`src/rtl/priority_decoder.sv`:
```
`default_nettype none
// ============================================================================
// Module   : priority_decoder
// Function : Rebuilds a one-hot or thermometer vector from a bit index by
//            iterative shifting, with the start/ready/done handshake.
// Revision : 1.0 - initial release
// ============================================================================
module priority_decoder #(
    parameter int DATA_LEN   = 8,
    parameter int RESULT_LEN = 3
) (
    input  logic                  clk,
    input  logic                  rst,
    input  logic                  dut_start,
    output logic                  dut_ready,
    output logic                  dut_done,
    input  logic [RESULT_LEN-1:0] idx_in,
    input  logic                  zero_in,
    input  logic                  mode_in,
    output logic [DATA_LEN-1:0]   data_out,
    output logic                  err_f
);

    localparam logic [1:0] c_IDLE  = 2'd0;
    localparam logic [1:0] c_LOAD  = 2'd1;
    localparam logic [1:0] c_SHIFT = 2'd2;
    localparam logic [1:0] c_DONE  = 2'd3;

    // One extra bit so DATA_LEN itself is representable for the range check.
    localparam logic [RESULT_LEN:0] c_DATA_LEN = (RESULT_LEN + 1)'(DATA_LEN);
    localparam logic [DATA_LEN-1:0] c_ONE      = DATA_LEN'(1);

    logic [1:0]            r_state;
    logic [1:0]            w_state_next;
    logic [RESULT_LEN-1:0] r_idx;
    logic                  r_zero;
    logic                  r_mode;
    logic [DATA_LEN-1:0]   r_work;
    logic [DATA_LEN-1:0]   w_work_next;
    logic [RESULT_LEN-1:0] r_cnt;
    logic [RESULT_LEN-1:0] w_cnt_next;
    logic                  w_err;
    logic                  w_load_out;
    logic [DATA_LEN-1:0]   r_data_out;
    logic                  r_err;

    always_comb begin
        w_err        = ({1'b0, r_idx} >= c_DATA_LEN);
        w_cnt_next   = r_cnt + 1'b1;
        w_work_next  = r_work;
        w_state_next = r_state;
        w_load_out   = 1'b0;
        case (r_state)
            c_IDLE: begin
                if (dut_start) begin
                    w_state_next = c_LOAD;
                end
            end
            c_LOAD: begin
                w_work_next = c_ONE;
                if (r_zero || w_err || (r_idx == '0)) begin
                    w_state_next = c_DONE;
                    w_load_out   = 1'b1;
                end else begin
                    w_state_next = c_SHIFT;
                end
            end
            c_SHIFT: begin
                // Thermometer mode back-fills bit 0 on every shift.
                w_work_next = {r_work[DATA_LEN-2:0], 1'b0}
                            | {{(DATA_LEN-1){1'b0}}, r_mode};
                if (w_cnt_next == r_idx) begin
                    w_state_next = c_DONE;
                    w_load_out   = 1'b1;
                end
            end
            c_DONE: begin
                w_state_next = c_IDLE;
            end
            default: begin
                w_state_next = c_IDLE;
            end
        endcase
    end

    always_ff @(posedge clk) begin
        if (rst) begin
            r_state    <= c_IDLE;
            r_idx      <= '0;
            r_zero     <= 1'b0;
            r_mode     <= 1'b0;
            r_work     <= '0;
            r_cnt      <= '0;
            r_data_out <= '0;
            r_err      <= 1'b0;
        end else begin
            r_state <= w_state_next;
            r_work  <= w_work_next;
            if (r_state == c_IDLE && dut_start) begin
                r_idx  <= idx_in;
                r_zero <= zero_in;
                r_mode <= mode_in;
            end
            if (r_state == c_LOAD) begin
                r_cnt <= '0;
            end else if (r_state == c_SHIFT) begin
                r_cnt <= w_cnt_next;
            end
            // Zero flag outranks an out-of-range index.
            if (w_load_out) begin
                if (r_zero) begin
                    r_data_out <= '0;
                    r_err      <= 1'b0;
                end else if (w_err) begin
                    r_data_out <= '0;
                    r_err      <= 1'b1;
                end else begin
                    r_data_out <= w_work_next;
                    r_err      <= 1'b0;
                end
            end
        end
    end

    assign dut_ready = (r_state == c_IDLE);
    assign dut_done  = (r_state == c_DONE);
    assign data_out  = r_data_out;
    assign err_f     = r_err;

endmodule
`default_nettype wire

```
`config.mk`:
```
export PLATFORM = sky130hd
export DESIGN_NAME = priority_decoder
export DESIGN_NICKNAME = d
export VERILOG_FILES = /design/src/rtl/priority_decoder.sv
export SDC_FILE = /design/constraint.sdc
export NUM_CORES = 1
export LEC_CHECK = 0
export CAP_MARGIN = 20
export CORE_MARGIN = 1
export CORE_UTILIZATION = 45
export DETAILED_ROUTE_END_ITERATION = 7
export PLACE_DENSITY = 0.69
export SKIP_LAST_GASP = 1
export SLEW_MARGIN = 20
export SYNTH_ARGS = -nofsm -noshare
export SYNTH_HDL_FRONTEND = slang
export SYNTH_SLANG_ARGS = --single-unit
```
`constraint.sdc`:
```
create_clock -name clk -period 2.2 [get_ports clk]
set_clock_uncertainty 0.1 [all_clocks]
set_input_delay 0.22 -clock clk [delete_from_list [all_inputs] [get_ports clk]]
set_output_delay 0.22 -clock clk [all_outputs]
set_load 0.005 [all_outputs]
```
# Word level (Yosys, flattened, before mapping)
# Cells that the tools add are included.
# classes
add_sub_neg	1
n_mul	0
div	0
n_lt_le_gt_ge	0
eq_ne	6
shifts	0
muxes	9
bitwise_logic	1
reduce_logical	6
# op_table
cell	n
8-bit case mux with 2 select lines	1
8-bit 2-to-1 mux	1
8-bit by 1-bit bitwise OR with 8-bit output	1
2-bit case mux with 4 select lines	1
2-bit == test (second input constant)	2
2-bit 2-to-1 mux	2
2-bit inequality test (second input constant)	2
3-bit by 1-bit adder with 3-bit output (second input constant)	1
3-bit == test	1
3-bit logical NOT	1
1-bit 2-to-1 mux	3
2-bit by 1-bit == test with 1-bit output (second input constant)	1
2-bit logical NOT	1
1-bit case mux with 2 select lines	1
2-bit AND reduction	1
2-bit OR reduction	1
1-bit logical AND	1
1-bit logical OR	1
# word_totals
reg_bits	26
latch_bits	0
mem_bits_rw	0
romBits	0
output_inout_bits	11
wordCells	30
mem_count	0

# Logic depth before layout (Yosys ltp)
# logic_depth
ltp_word	4
ltp_mapped	8

# Least setup slack after synthesis
# No wires, ideal clock.
# synth_timing
path_type	flip-flop to flip-flop
from	register r_state[0]
to	register r_data_out[1], in the netlist data_out[1]
setup_time_ps	131
t_arrival_ps	1683
required_ps	1969
setup_slack_ps	285
stages_incl_launch_ff	9
path_cell_list	dfxtp_1 > inv_1 > ha_1 > clkbuf_1 > and2_1 > buf_2 > nand4_1 > nand4b_1 > o41ai_1
# synth_via
elab_chain_len	3
word_cells_on_any_way	5
classes_between	2 x eq/ne; 3 x mux
# synth_rtl
item	line_no	rtl
start, declared	33	logic [1:0] r_state;
start signal, assigned	88	r_state <= c_IDLE;
start signal, assigned	97	r_state <= w_state_next;
2-bit == test / 2-bit by 1-bit == test with 1-bit output (equally long branches)	53	case (r_state)
8-bit case mux with 2 select lines	53	
8-bit 2-to-1 mux	111	if (r_zero) begin
end signal, assigned	118	r_data_out <= w_work_next;
end, declared	44	logic [DATA_LEN-1:0] r_data_out;
# Parallel ways exist; a longest one is shown, timed or not.
# A chain may end at the register's enable or synchronous reset.

# Worst setup path in the final report
# layout_timing
from	register r_state[1]
to	output port dut_ready
# layout_via
elab_chain_len	1
# layout_rtl
item	line_no	rtl
2-bit logical NOT	125	assign dut_ready = (r_state == c_IDLE);
end, declared	15	output logic dut_ready,
# Every way passes these cells.

==> results.cfg <==
[status]
status = complete, no violations

[sta]
rsz0062_at_grt = false
slew_violations = 0
relSlewSlack = 0.601
fmax_mhz = 490
setup_violations = 0
hold-worst-slack_ns = 0.334
finalHoldViolCount = 0
setup_tns_ns = 0
worst_slew_pin_slew_ns = 0.596
min_period_ns = 2.04
period_share = 0.927

[hold_path]
min_to = r_zero
holdPathStages = 3
hold_class = input pin to flop
holdCritStartpoint = zero_in

[power_and_ir_drop]
p_sw_mw = 0.521
power_frac_comb = 0.369
p_seq_frac = 0.399
p_int_mw = 0.912
clkPwrFrac = 0.233
swShare = 0.364
cellLeakagePower_nw = 0.495
powerDensity_mw_per_mm2 = 1020
vdd_drop_max_mv = 0.709

[cells_and_area]
n_antenna_cell = 0
fill_cells = 224
final_nets = 152
area_delta_synth_final_pct = 17.3
final_cells = 167
drive_above_1_share = 0.0730

[cts]
numCtsBuffers = 3
htreeDepth = 1
root_buffer = clkbuf_4
cts_tree = done
cts_resized = 0
ctsHoldBuffers = 0
cts_num_sinks = 26
clock_path_buffers = 2
clk_pin_slew_worst_paths_ns = 0.14
postCtsSetupBuffers = 0
clock_latency_ns = 0.33

[setup_path]
required_ns = 1.88
crit_start = r_state[1]
r2r_cells = 6
startpoint_type = flop
r2r_end = data_out[5]
critPathSlowestCell = clkdlybuf4s50_1
path_class = flop to output port
worst-path-max-fanout = 8
critPathArrivalTime_ns = 1.72
crit_path_end_kind = output port
slowest_delay_ns = 0.56
path_cells = inv_1, ha_1, clkdlybuf4s50_1
r2r-start = r_state[0]
ff2ff_setup_slack_ns = 0.23

[route]
drtIter0Drc = 37
drc_errors = 0
num_vias = 1014
wl_per_cell_um = 15.1
drtAntennaViolNets = 0
firstDrtPassIters = 4
wl_um = 2520
vias_per_cell = 6.07

[place]
placed_cells = 163
gp_congestion = 0.772
dp_hpwl_um = 1710
portBuffers = 17

[global_routing]
gr-total-overflow = 0
grt_max_degree = 35
grt_pass1_vias = 920
grtUsageTotal = 0.203
grt_pass1_wl_um = 4130
antenna_found_initial = 0

[synth]
yosysTopAreaCellShare = 0.435
netlist_top_cells_area = dfxtp_1, o41ai_1, ha_1
synth_most_common_cell = dfxtp_1
syn_avg_cell_area_um2 = 9.73
ys_top_cells_by_count = dfxtp_1, nor2_1, o41ai_1
synth_edf_count = 0
synth_area_mm2 = 0.00120
synth-main-ff-cell = dfxtp_1
synthCells = 123
yosys_warnings = 0
ys_seq_elements = 26
synth_cell_types = 31
synth-async-reset-ratio = 0
syn_nets = 137
seq_area_frac_synth = 0.435
yosysTopAreaCell = dfxtp_1

[floorplanning]
row_count = 18
coreArea_mm2 = 0.00250
dieArea_mm2 = 0.00287
start_util = 0.479
io_pins = 19
die_height_um = 53.6
chipWidth_um = 53.6

[job]
drv_cap = 0
-- per-layer routing --
| layer | wire length [µm] | global-route usage |
|---|---|---|
| met3 | 96 | 0.0339 |
| met1 | 1260 | 0.283 |
| met4 | 46 | 0.101 |
| met5 | 0 | 0 |
| met2 | 1120 | 0.300 |
-- final cells by class --
type                            instances  area, µm²  area share
Sequential cell                        26        520       0.370
Multi-Input combinational cell         84        594       0.423
Clock buffer                            3       22.5      0.0160
Timing Repair Buffer                   19        185       0.132
Tap cell                               30       37.5      0.0267
Inverter                                4       15.0      0.0107
Clock inverter                          1       30.0      0.0214
-- critical path: cells and delay by family, from the launching register on --
kind                     cells  cell delay [ns]
buffers and inverters        2             0.69
flip-flops                   1             0.37
adder cells (fa/ha/maj)      1             0.34
-- stage by stage --
| step | area (µm²) | setup slack, ns | util | total power [mW] |
|---|---|---|---|---|
| 5_1_grt | 1410 | 0.0528 | 0.562 | 1.52 |
| 6_report | 1410 | 0.160 | 0.562 | 1.43 |
| 4_1_cts | 1410 | 0.148 | 0.562 | 1.44 |
| 3_3_place_gp | 1350 | 0.325 | 0.541 | 1.08 |
| 3_5_place_dp | 1350 | 0.284 | 0.541 | 1.10 |
| 2_1_floorplan | 1200 | 0.285 | - | 1.00 |
-- cell usage in the layout, fill, tap and decap left out --
master	n
nor2_1	10
o21ai_0	1
a211oi_1	2
xnor3_2	1
nor3_1	4
nand4b_1	7
conb_1	1
ha_1	6
o21a_1	1
bufinv_16	1
clkbuf_4	3
inv_1	4
dfxtp_1	26
nand2_1	7
a21oi_1	8
o211ai_1	2
o41ai_1	9
xnor2_1	2
nor2b_1	1
or4_1	1
nand3_1	6
o21ai_2	1
xor2_1	2
a22oi_1	7
nand4_1	1
clkdlybuf4s50_1	17
and2_1	1
and4_2	1
buf_4	2
mux2i_1	1
a31oi_2	1
-- power by group through the flow --
stage | Sequential [mW] | Combinational (mW) | Clock (mW)
2_1_floorplan | 0.562 | 0.440 | 0
3_3_place_gp | 0.579 | 0.502 | 0
3_5_place_dp | 0.582 | 0.519 | 0
4_1_cts | 0.572 | 0.524 | 0.340
5_1_grt | 0.579 | 0.591 | 0.354
6_report | 0.571 | 0.528 | 0.333
-- flip-flops by register name, summed over array words and instances, names as in the netlist --
register  cells
data_out      8
r_state       2
r_zero        1
r_cnt         3
r_work        8
r_mode        1
r_idx         3
-- cells by family (layout without fill, tap and decap cells) --
| logic type | count (synthesis) | count (layout) | share of synthesized area |
|---|---|---|---|
| fa+ha+maj | 6 | 6 | 0.0627 |
| buf+inv | 13 | 27 | 0.0690 |
| other cells | 1 | 1 | 0.00313 |
| xor+xnor | 5 | 5 | 0.0491 |
| compound gates | 32 | 32 | 0.196 |
| mux | 1 | 1 | 0.00836 |
| flops | 26 | 26 | 0.435 |
| simple gates | 39 | 39 | 0.177 |
-- how the worst max path moves through the flow --
| stage | cells after the start | to |
|---|---|---|
| finish | 3 | dut_ready |
| detailed placement | 6 | data_out[5] |
| floorplan | 8 | data_out[1] |
| global route | 3 | dut_ready |
| global placement | 5 | r_state[0] |
| CTS | 3 | dut_ready |
Note: power is estimated with default switching activity, not from simulation.
